**src/rtl/mul_seq_unit_if.sv**
```systemverilog
// Request/response bundle between the Execute stage and the sequential
// multiplier. The requester drives the master side and the unit drives the slave side.
interface mul_seq_unit_if #(
  parameter int DATA_W = 32
);
  logic              start;
  logic [DATA_W-1:0] a;
  logic [DATA_W-1:0] b;
  logic [2:0]        funct3;
  logic [4:0]        rd_in;
  logic              busy;
  logic              done;
  logic [DATA_W-1:0] result;
  logic [4:0]        rd_out;

  modport master (
    output start, a, b, funct3, rd_in,
    input  busy, done, result, rd_out
  );

  modport slave (
    input  start, a, b, funct3, rd_in,
    output busy, done, result, rd_out
  );
endinterface

```
**src/rtl/mul_seq_unit.sv**
```systemverilog
// mul_seq_unit: sequential RV32M multiplier (MUL/MULH/MULHSU/MULHU).
// The multiply runs on operand magnitudes with a shift-add loop, and the sign is
// applied once at the end. Optional macro MUL_RADIX4_EN retires two multiplier
// bits per cycle (16 iterations) in place of one (32 iterations). Results are
// the same in both builds.
module mul_seq_unit #(
  parameter int DATA_W = 32
) (
  input  logic          clk,
  input  logic          reset,
  mul_seq_unit_if.slave bus
);

  localparam int PROD_W = 2 * DATA_W;
`ifdef MUL_RADIX4_EN
  localparam int STEP = 2;
`else
  localparam int STEP = 1;
`endif
  localparam int ITERS = DATA_W / STEP;
  localparam int CNT_W = $clog2(ITERS);

  typedef enum logic [1:0] {IDLE, CALC, DONE} state_t;

  state_t state, state_next;

  logic [CNT_W-1:0]  cnt;
  logic              last_iter;
  logic [PROD_W-1:0] acc;
  logic [PROD_W-1:0] acc_next;
  logic [PROD_W-1:0] addend;
  logic [PROD_W-1:0] mcand;
  logic [DATA_W-1:0] mplier;
  logic              neg;
  logic              hi_sel;
  logic [4:0]        rd_q;
  logic [DATA_W-1:0] result_q;
  logic [4:0]        rd_out_q;

  logic                     a_signed;
  logic                     b_signed;
  logic signed [DATA_W-1:0] a_s;
  logic signed [DATA_W-1:0] b_s;
  logic [DATA_W-1:0]        mag_a;
  logic [DATA_W-1:0]        mag_b;

  // Absolute value when the operand is treated as signed, else pass through.
  // 0x80000000 maps to itself, which is the correct unsigned magnitude.
  function automatic logic [DATA_W-1:0] magnitude(
    input logic signed [DATA_W-1:0] v,
    input logic                     sgn
  );
    if (sgn && v[DATA_W-1]) magnitude = $unsigned(-v);
    else                    magnitude = $unsigned(v);
  endfunction

  // Apply the final sign to the full product and pick the architectural word.
  function automatic logic [DATA_W-1:0] select_word(
    input logic [PROD_W-1:0] prod,
    input logic              negate,
    input logic              hi
  );
    logic [PROD_W-1:0] p;
    p = negate ? (~prod + PROD_W'(1)) : prod;
    select_word = hi ? p[PROD_W-1:DATA_W] : p[DATA_W-1:0];
  endfunction

  // Operand-signedness decode; reserved 1xx encodings behave as MULHU.
  always_comb begin
    a_signed = !bus.funct3[2] && (bus.funct3[1:0] == 2'b01 || bus.funct3[1:0] == 2'b10);
    b_signed = (bus.funct3 == 3'b001);
    a_s      = $signed(bus.a);
    b_s      = $signed(bus.b);
    mag_a    = magnitude(a_s, a_signed);
    mag_b    = magnitude(b_s, b_signed);
  end

  // One shift-add step: add the multiplicand scaled by the low multiplier digit.
  always_comb begin
    addend = '0;
`ifdef MUL_RADIX4_EN
    unique case (mplier[1:0])
      2'b00:   addend = '0;
      2'b01:   addend = mcand;
      2'b10:   addend = mcand << 1;
      default: addend = mcand + (mcand << 1);
    endcase
`else
    if (mplier[0]) addend = mcand;
`endif
    acc_next  = acc + addend;
    last_iter = (cnt == CNT_W'(ITERS - 1));
  end

  // State register.
  always_ff @(posedge clk) begin
    if (!reset) state <= IDLE;
    else        state <= state_next;
  end

  // Next-state logic: CALC runs ITERS cycles, DONE lasts exactly one cycle.
  always_comb begin
    state_next = state;
    unique case (state)
      IDLE:    if (bus.start) state_next = CALC;
      CALC:    if (last_iter) state_next = DONE;
      DONE:    state_next = IDLE;
      default: state_next = IDLE;
    endcase
  end

  // Capture operands in IDLE, iterate in CALC, and latch the result on the last step.
  always_ff @(posedge clk) begin
    if (!reset) begin
      cnt      <= '0;
      acc      <= '0;
      mcand    <= '0;
      mplier   <= '0;
      neg      <= 1'b0;
      hi_sel   <= 1'b0;
      rd_q     <= '0;
      result_q <= '0;
      rd_out_q <= '0;
    end else begin
      unique case (state)
        IDLE: begin
          if (bus.start) begin
            cnt    <= '0;
            acc    <= '0;
            mcand  <= {{DATA_W{1'b0}}, mag_a};
            mplier <= mag_b;
            neg    <= (a_signed & bus.a[DATA_W-1]) ^ (b_signed & bus.b[DATA_W-1]);
            hi_sel <= (bus.funct3 != 3'b000);
            rd_q   <= bus.rd_in;
          end
        end
        CALC: begin
          acc    <= acc_next;
          mcand  <= mcand << STEP;
          mplier <= mplier >> STEP;
          cnt    <= cnt + CNT_W'(1);
          if (last_iter) begin
            result_q <= select_word(acc_next, neg, hi_sel);
            rd_out_q <= rd_q;
          end
        end
        default: ;
      endcase
    end
  end

  assign bus.busy   = (state != IDLE);
  assign bus.done   = (state == DONE);
  assign bus.result = result_q;
  assign bus.rd_out = rd_out_q;

endmodule

```
**src/flat_wrapper.sv**
```systemverilog
// flat-port wrapper written by rule: the top's interface ports become plain ports
module mul_seq_unit_flat 
#(
  parameter int DATA_W = 32
)
  (clk, reset, bus_start, bus_a, bus_b, bus_funct3, bus_rd_in, bus_busy, bus_done, bus_result, bus_rd_out);
  mul_seq_unit_if #(.DATA_W(DATA_W)) bus_i ();
  input  logic clk;
  input  logic reset;
  input wire logic [$bits(bus_i.start)-1:0] bus_start;
  input wire logic [$bits(bus_i.a)-1:0] bus_a;
  input wire logic [$bits(bus_i.b)-1:0] bus_b;
  input wire logic [$bits(bus_i.funct3)-1:0] bus_funct3;
  input wire logic [$bits(bus_i.rd_in)-1:0] bus_rd_in;
  output wire logic [$bits(bus_i.busy)-1:0] bus_busy;
  output wire logic [$bits(bus_i.done)-1:0] bus_done;
  output wire logic [$bits(bus_i.result)-1:0] bus_result;
  output wire logic [$bits(bus_i.rd_out)-1:0] bus_rd_out;
  assign bus_i.start = bus_start;
  assign bus_i.a = bus_a;
  assign bus_i.b = bus_b;
  assign bus_i.funct3 = bus_funct3;
  assign bus_i.rd_in = bus_rd_in;
  assign bus_busy = bus_i.busy;
  assign bus_done = bus_i.done;
  assign bus_result = bus_i.result;
  assign bus_rd_out = bus_i.rd_out;
  mul_seq_unit #(.DATA_W(DATA_W)) u_core (.clk(clk), .reset(reset), .bus(bus_i));
endmodule
```
**config.mk**
```make
export PLATFORM = sky130hd
export DESIGN_NAME = mul_seq_unit_flat
export DESIGN_NICKNAME = d
export VERILOG_FILES = /design/src/rtl/mul_seq_unit_if.sv /design/src/rtl/mul_seq_unit.sv /design/src/flat_wrapper.sv
export SDC_FILE = /design/constraint.sdc
export NUM_CORES = 1
export LEC_CHECK = 0
export ABC_AREA = 1
export BUFFER_PORTS_ARGS = -buffer_cell sky130_fd_sc_hd__buf_2
export CORE_UTILIZATION = 45
export CTS_BUF_LIST = sky130_fd_sc_hd__clkbuf_16
export DETAILED_ROUTE_END_ITERATION = 7
export MAX_ROUTING_LAYER = met4
export PLACE_DENSITY = 0.72
export SLEW_MARGIN = 20
export SYNTH_ARGS = -nofsm -noshare
export SYNTH_HDL_FRONTEND = slang
export SYNTH_SLANG_ARGS = --single-unit
```
**constraint.sdc**
```tcl
create_clock -name clk -period 4.19 [get_ports clk]
set_clock_uncertainty 0.2 [all_clocks]
set_input_delay 0.6285 -clock clk [delete_from_list [all_inputs] [get_ports clk]]
set_output_delay 0.6285 -clock clk [all_outputs]
set_load 0.01 [all_outputs]
```
* Word-level counts from Yosys, hierarchy flattened
Cells that the tools add are included.
Storage, ports and cells: word-level logic and storage cells 56, input bits 75, flip-flop bits (word level) 211
Operators by class: equal/unequal tests 8, bitwise logic cells 4, multiplexer cells 16, add/sub/neg operators 5, reductions and logical operators 13
Operators by type and width (count):
- 64-bit 2-to-1 mux | 4
- 64-bit case mux with 2 select lines | 2
- 32-bit 2-to-1 mux | 4
- 64-bit by 1-bit adder with 64-bit output, second input constant | 1
- 64-bit adder | 1
- 32-bit negation | 2
- 64-bit NOT | 1
- 32-bit case mux with 2 select lines | 1
- 5-bit case mux with 2 select lines | 1
- 2-bit AND reduction | 4
- 5-bit by 1-bit adder with 5-bit output, second input constant | 1
- 5-bit equality test, second input constant | 1
- 5-bit 2-to-1 mux | 1
- 2-bit by 1-bit equality test with 1-bit output, second input constant | 2
- 2-bit equality test, second input constant | 2
- 2-bit 2-to-1 mux | 2
- 2-bit case mux with 2 select lines | 1
- 2-bit nonzero test | 2
- 3-bit by 1-bit equality test with 1-bit output, second input constant | 1
- 1-bit logical AND | 3
- 3-bit nonzero test | 1
- 1-bit AND | 2
- 2-bit logical NOT | 1
- 2-bit by 1-bit inequality test with 1-bit output, second input constant | 1
- 4 further kinds | 4

* Longest topological paths before layout
Gate-level depths: netlist of run 1.
depth in word-level cells 7, depth in mapped cells 29, gate-level depth less buffers 27

* Worst setup path after synthesis of run 1
No wires, ideal clock.
path type register -> register, start point register u_core.mplier[0], end point register u_core.result_q[8] (netlist: u_core.bus.result[8]), path buffers 2, data arrival time 3.235 ns, cell stages (with the launch flop) 24, required time 3.873 ns, setup time 0.117 ns, setup slack 0.638 ns, path through dfxtp_1 clkbuf_1 clkbuf_1 nand2_1 inv_1 ha_1 inv_1 fa_1 ha_1 inv_1 nor2_1 nand2_1 inv_1 nand3_2 nor2_2 nand2_2 nor2_4 nand3_4 nor2_4 nand3_2 nand2_4 nand3_1 a31oi_1 nor2_1
On the way: cells in the longest elaborated chain, start to end 6
Ends and longest elaborated chain:
- start, declared | line mul_seq_unit.sv:33 | logic [DATA_W-1:0] mplier;
- start signal, assigned | line mul_seq_unit.sv:131 | mplier <= mag_b;
- start signal, assigned | line mul_seq_unit.sv:140 | mplier <= mplier >> STEP;
- 64-bit 2-to-1 mux (*) | line mul_seq_unit.sv:89 | if (mplier[0]) addend = mcand;
- 64-bit adder (*) | line mul_seq_unit.sv:91 | acc_next = acc + addend;
- 64-bit NOT | line mul_seq_unit.sv:64 | p = negate ? (~prod + PROD_W'(1)) : prod;
- 64-bit by 1-bit adder with 64-bit output | line mul_seq_unit.sv:64
- 64-bit 2-to-1 mux (*) | line mul_seq_unit.sv:64
- 32-bit 2-to-1 mux (*) | line mul_seq_unit.sv:65 | select_word = hi ? p[PROD_W-1:DATA_W] : p[DATA_W-1:0];
- end signal, assigned | line mul_seq_unit.sv:143 | result_q <= select_word(acc_next, neg, hi_sel);
- end, declared | line mul_seq_unit.sv:37 | logic [DATA_W-1:0] result_q;
Mark *: on every way between the ends. The rest lies on a longest branch, timed or not. A chain may end at the register's enable or synchronous reset.

* Final worst setup path of run 1
start point register u_core.mplier[0], end point register u_core.result_q[22] (netlist: u_core.bus.result[22])
Same word-level chain as after synthesis.

==> run_results.csv, run 1 <==
group,metric,value,unit
clocking,numCtsBuffers,26,
synthesis,async_flop_share,0,%
global_route,grt_pass1_vias,19400,
sta,hold_viol,0,
drt,ant_nets,0,
placement,io_buffers,113,
floorplan,dieWidth,205.0,um
sta,maxSlewViolCount,0,
worst_setup_path,cp.arrival,4.39,ns
drt,firstDrtPassIters,8,
synthesis,synth-seq-cells,211,
synthesis,synth_nets,3530,
power_and_ir_drop,switching_share,32.02,%
floorplan,die_y,205.0,um
worst_hold_path,hold_path.class,"input port to flop",
power_and_ir_drop,clockPowerShare,42.2,%
global_route,grt_max_degree,164,
finish,diodes,0,
drt,drc,0,
worst_setup_path,worstSetupEndpointType,"flop",
drt,vias_per_cell,5.344,
synthesis,synth_edf_count,0,
drt,routed_wl,66860,um
clocking,cts_tree,"built",
synthesis,synth_area,18550,um2
sta,fin_setup_tns,0,ns
power_and_ir_drop,p_total,0.005198,W
drt,wl_per_cell,16.68,um
global_route,grt_pass1_wl,104500,um
clocking,postCtsHoldBufs,0,
synthesis,yosysWarnings,0,
finish,multi_input_area,11970,um2
synthesis,synth_cells,3384,
synthesis,yosys-top-cells-area,"nand2_1 (26%), dfxtp_1 (23%), inv_1 (10%)",
placement,gp_congestion,1.088,
clocking,clock_latency,0.59,ns
drt,drtIter0Drc,2138,
sta,setup_violations,0,
power_and_ir_drop,vdd_drop_max,0.2958,mV
worst_setup_path,path_common_cell,"nand2_1",
synthesis,netlist.area_leader.share,26.27,%
sta,finalCriticalPeriod,4.088,ns
finish,final_nets,3605,
finish,final_cell_mix,"nand2_1 (1,294), inv_1 (514), nor2_1 (250)",
sta,slew_headroom,33.45,%
global_route,grt_overflow_total,0,
drt,vias,21420,
floorplan,rows,74,
floorplan,die_area,42030,um2
clocking,root_buffer,"clkbuf_16",
finish,ff_latch_area,4229,um2
finish,layout_commonest_cell,"nand2_1",
run,max-cap-violations,0,
global_route,grt_use_total,32.76,%
power_and_ir_drop,p_leak,10.98,nW
synthesis,ys_seq_area_share,22.78,%
sta,fin_crit_sh,97.57,%
sta,tightest_slew,0.9971,ns
clocking,cts_max_path_buffers,3,
synthesis,ys_types,43,
finish,drive_gt1_share,9.609,%
power_and_ir_drop,p_int,0.003534,W
worst_setup_path,crit_chain,"nand2_1, inv_1, ha_1, nand2_1, inv_2, nand2_1, nand2_1, inv_1, nand3_1, nand2_1, nand2_1, nor2_1, nand2_1, nor2_2, nand3_4, o21ai_0, o21ai_0, a21oi_1, nor2_1, a21oi_1",
worst_setup_path,path_delay_family,"simple AND/OR/NAND/NOR gates",
worst_setup_path,cp_num_buf_inv,3,
power_and_ir_drop,pwr-share-comb,16.9,%
power_and_ir_drop,power_switching,0.001664,W
worst_setup_path,worst_setup_path_start_kind,"flop",
floorplan,fp.coreArea,40740,um2
global_route,antenna_found_initial,0,
finish,fillers,4431,
synthesis,synth_flop_cell,"dfxtp_1",
worst_setup_path,critical_path.max_stage_delay,0.52,ns
worst_setup_path,required,4.49,ns
placement,dp_hpwl,52640,um
worst_setup_path,worstSetupPathType,"flop to flop",
power_and_ir_drop,p_seq_share,40.9,%
worst_setup_path,crit_fanout,20,
floorplan,start_util,45.52,%
finish,syn_to_final_growth,11.12,%
power_and_ir_drop,p_per_area,252.2,nW/um2
sta,fmaxAchievable,244.6,MHz
clocking,clk_pin_slew,0.06,ns
synthesis,synth_top_cell_by_area,"nand2_1",
clocking,htree_num_levels,1,
synthesis,syn_avg_cell_area,5.480,um2
worst_setup_path,cpMaxStageDelayCell,"dfxtp_4",
sta,rsz0062_at_grt,"no",
status,status,"complete, no violations",
clocking,cts_sinks,211,
floorplan,io_pins,114,
[metal layers]
metal	share of wire, %	GRT usage [%]
met1	44	43.46
met2	42	48.82
met3	10	5.711
met4	4.4	13.49
met5	0	-
[what timing repair did]
action	CTS	global route
setup endpoints to repair	0	31
resized for setup	0	15
setup buffers	0	0
[worst min-delay path: cells and delay by family]
kind	cells	cell delay, ns
AO/OA/AOI/OAI	1	0.07
buffers and inverters	1	0.07
AND/OR/NAND/NOR	1	0.08
[registers in the layout (all words and copies together), names as in the netlist]
name	count
u_core.neg	1
u_core.bus.rd_out	5
u_core.mplier	32
u_core.bus.result	32
u_core.state	2
u_core.mcand	64
u_core.rd_q	5
u_core.cnt	5
u_core.acc	64
u_core.hi_sel	1
[synth_stat cells, types with 8 or more instances]
| cell | count |
|---|---|
| nand2_1 | 1298 |
| inv_1 | 515 |
| nor2_1 | 257 |
| a21oi_1 | 237 |
| nand3_1 | 227 |
| dfxtp_1 | 211 |
| o21ai_0 | 126 |
| clkbuf_1 | 83 |
| ha_1 | 70 |
| a31oi_1 | 69 |
| nand2_2 | 42 |
| nand4_1 | 33 |
| nor3_1 | 25 |
| nor2_2 | 23 |
| nand3b_1 | 22 |
| buf_1 | 17 |
| inv_2 | 16 |
| nand3_2 | 15 |
| xnor2_1 | 11 |
| nor2_4 | 9 |
| xor2_1 | 9 |
| nor4_1 | 8 |
| o21bai_1 | 8 |
| or2_2 | 8 |
[power groups by stage]
stage / sequential (W) / clock (W) / combinational, W
floorplan: 0.00214 / 0 / 0.000620
global placement: 0.00217 / 0 / 0.000864
detailed placement: 0.00216 / 0 / 0.000866
CTS: 0.00212 / 0.00223 / 0.000869
global route: 0.00213 / 0.00229 / 0.000973
finish: 0.00213 / 0.00219 / 0.000880
[final cells by class]
class / count / area share (%)
flip-flops and latches: 211 / 20.52
multi-input cells: 2534 / 58.08
clock buffers: 26 / 3.157
inverters: 533 / 9.733
well taps: 532 / 3.230
repair buffers: 153 / 4.566
clock inverters: 19 / 0.7165
[cells by family (layout without fill, tap and decap cells)]
family | Yosys count | count (layout) | share of synthesized area, %
xor gates and xnor gates | 20 | 20 | 0.9446
and+or+nand+nor | 1981 | 1981 | 45.05
buffers and inverters | 639 | 731 | 12.97
adders and majority gates | 71 | 71 | 4.831
DFF | 211 | 211 | 22.78
AOI/OAI and AO/OA | 462 | 462 | 13.43
[through the flow]
| stage | hold slack [ns] | cells | util (%) | area, um2 | worst slack (ns) |
|---|---|---|---|---|---|
| after global placement | 0.2544 | 3963 | 48.53 | 19770 | 0.1341 |
| after detailed placement | 0.2581 | 3963 | 48.53 | 19770 | 0.1107 |
| final | 0.1008 | 4008 | 50.58 | 20610 | 0.1018 |
| after global routing | 0.1107 | 4008 | 50.58 | 20610 | 0.0007163 |
| after floorplan | 0.2412 | 3384 | - | 18550 | 0.6380 |
| after CTS | 0.08388 | 4008 | 50.49 | 20570 | 0.07224 |
[worst paths after layout]
kind	to	depth (start not counted)	slack [ns]	from
worst max-delay path	u_core.bus.result[22]$_SDFFE_PN0P_	20	0.10	u_core.mplier[0]$_SDFFE_PN0P_
worst max register to register	u_core.bus.result[22]$_SDFFE_PN0P_	20	0.10	u_core.mplier[0]$_SDFFE_PN0P_
worst min register to register	u_core.mplier[31]$_SDFFE_PN0P_	2	0.27	u_core.mplier[31]$_SDFFE_PN0P_
worst min-delay path	u_core.rd_q[1]$_SDFFE_PN0P_	3	0.10	bus_rd_in[1]
No activity file was read; power rests on OpenSTA's default activity.
==> inputs of run 2 (changes only) <==
- SETUP_SLACK_MARGIN: not set -> 0.4
==> run 2 against run 1 <==
Effect of this change:
- wire length up 3.6%
- maximum frequency up 11%
- cell count up 0.62%
- critical endpoint unchanged
- largest cell class unchanged
==> run_results.csv, run 2 (synthesized netlist as in run 1, its figures left out) <==
group,metric,value,unit
status,status,"complete, no violations",
floorplan,start_util,45.52,%
drt,vias,21830,
clocking,numCtsBuffers,26,
worst_setup_path,worstSetupPathType,"flop to flop",
drt,drc,0,
clocking,cts_sinks,211,
finish,diodes,0,
floorplan,die_area,42030,um2
floorplan,die_y,205.0,um
worst_setup_path,crit_start,"u_core.mplier[0]$_SDFFE_PN0P_",
sta,fin_crit_sh,88.03,%
worst_setup_path,path_depth,21,
worst_setup_path,crit_fanout,5,
sta,tightest_slew,1.016,ns
worst_setup_path,worst_setup_path_start_kind,"flop",
floorplan,io_pins,114,
clocking,clock_latency,0.60,ns
finish,final_nets,3630,
sta,finalCriticalPeriod,3.689,ns
global_route,grt_pass1_vias,19430,
sta,setup_violations,0,
global_route,grt_pass1_wl,104600,um
placement,gp_congestion,1.088,
finish,fillers,4207,
sta,fmaxAchievable,271.1,MHz
clocking,htree_num_levels,1,
sta,fin_setup_tns,0,ns
sta,slew_headroom,32.17,%
clocking,root_buffer,"clkbuf_16",
worst_setup_path,path_common_cell,"nand2_1",
placement,io_buffers,113,
worst_setup_path,worstSetupEndpointType,"flop",
drt,ant_nets,0,
worst_setup_path,cp_num_buf_inv,3,
drt,drtIter0Drc,2294,
global_route,grt_use_total,32.79,%
worst_hold_path,whs_path_depth,3,
run,max-cap-violations,0,
power_and_ir_drop,p_per_area,239.0,nW/um2
drt,firstDrtPassIters,8,
worst_setup_path,path_delay_family,"simple AND/OR/NAND/NOR gates",
clocking,clk_pin_slew,0.06,ns
finish,syn_to_final_growth,19.15,%
power_and_ir_drop,vdd_drop_max,0.2989,mV
drt,routed_wl,69290,um
drt,vias_per_cell,5.412,
worst_setup_path,ff2ff_path_depth,21,
worst_setup_path,cp.arrival,4.00,ns
worst_hold_path,hold_path.class,"input port to flop",
worst_hold_path,hold_start,"bus_rd_in[1]",
finish,layout_commonest_cell,"nand2_1",
clocking,cts_max_path_buffers,3,
floorplan,rows,74,
worst_setup_path,cpMaxStageDelayCell,"dfxtp_4",
sta,rsz0062_at_grt,"yes",
finish,reg_top3,"u_core.acc x64, u_core.mcand x64",
floorplan,fp.coreArea,40740,um2
global_route,antenna_found_initial,0,
power_and_ir_drop,p_leak,11.17,nW
worst_setup_path,critical_path.max_stage_delay,0.38,ns
worst_setup_path,required,4.50,ns
drt,wl_per_cell,17.18,um
clocking,cts_tree,"built",
global_route,grt_overflow_total,0,
clocking,postCtsHoldBufs,0,
worst_setup_path,r2r_slack,0.50,ns
finish,final_util,54.24,%
sta,hold_viol,0,
worst_setup_path,crit_chain,"buf_6, nand2_1, inv_1, ha_1, nand2_2, inv_1, nand2_1, nand2_1, a21oi_2, nand2_2, nand2_1, nand2_2, nor2_1, nand2_1, nor2_4, nand3_4, o21ai_2, o21ai_0, a21oi_2, nor2_1, a21oi_2",
worst_setup_path,r2r_start,"u_core.mplier[0]$_SDFFE_PN0P_",
finish,drive_gt1_share,17.54,%
floorplan,dieWidth,205.0,um
sta,maxSlewViolCount,0,
finish,final_cell_mix,"nand2_1 (1,197), inv_1 (507), a21oi_1 (220)",
placement,dp_hpwl,52640,um
global_route,grt_max_degree,164,
==> run 2: what timing repair did <==
action	CTS	global route
gates resized for setup	22	343
pin swaps	0	30
buffers inserted	2	21
gates cloned	0	2
endpoints found under the setup margin	32	32
endpoints found under the hold margin	0	0
==> run 2: layer usage <==
layer | GRT usage, % | vias up | wire (um)
li1 | - | 10820 | -
met5 | - | - | 0
met3 | 5.791 | 164 | 7151
met2 | 48.94 | 965 | 29510
met1 | 43.42 | 9873 | 29500
met4 | 13.47 | 0 | 3130
==> run 2: per-stage QoR <==
step / total power [W] / std cells / instance area [um2] / hold slack, ns / setup slack, ns
after floorplan: 0.002758 / 3384 / 18550 / 0.2412 / 0.6380
after global placement: 0.003029 / 3963 / 19770 / 0.2544 / 0.1341
after detailed placement: 0.003031 / 3963 / 19770 / 0.2581 / 0.1107
after CTS: 0.005220 / 4010 / 20640 / 0.08388 / 0.3567
after global routing: 0.005466 / 4033 / 22100 / 0.1107 / 0.3214
final: 0.005282 / 4033 / 22100 / 0.09648 / 0.5013
==> run 2: worst min-delay path: stages <==
cell and delay [ns]:
buf_2 0.07, o21ai_0 0.07, nor2_1 0.08
==> run 2: power breakdown <==
part / switching, W / internal [W] / total, W
registers: 0.0000560 / 0.00207 / 0.00212
clock network: 0.00101 / 0.00119 / 0.00221
logic: 0.000641 / 0.000312 / 0.000953
==> run 2: final cells by class <==
type	instances	area [um2]	area share (%)
multi-input combinational	2534	13200	59.71
sequential	211	4229	19.14
inverter	533	2006	9.076
timing repair buffer	178	1204	5.447
tap	532	665.6	3.012
clock buffer	26	650.6	2.944
clock inverter	19	147.6	0.6681
==> run 2: path summary, 6_finish.rpt <==
path / end
setup / recovery: u_core.bus.result[22]$_SDFFE_PN0P_
hold / removal: u_core.rd_q[1]$_SDFFE_PN0P_
setup reg to reg: u_core.bus.result[22]$_SDFFE_PN0P_
hold reg to reg: u_core.mplier[31]$_SDFFE_PN0P_
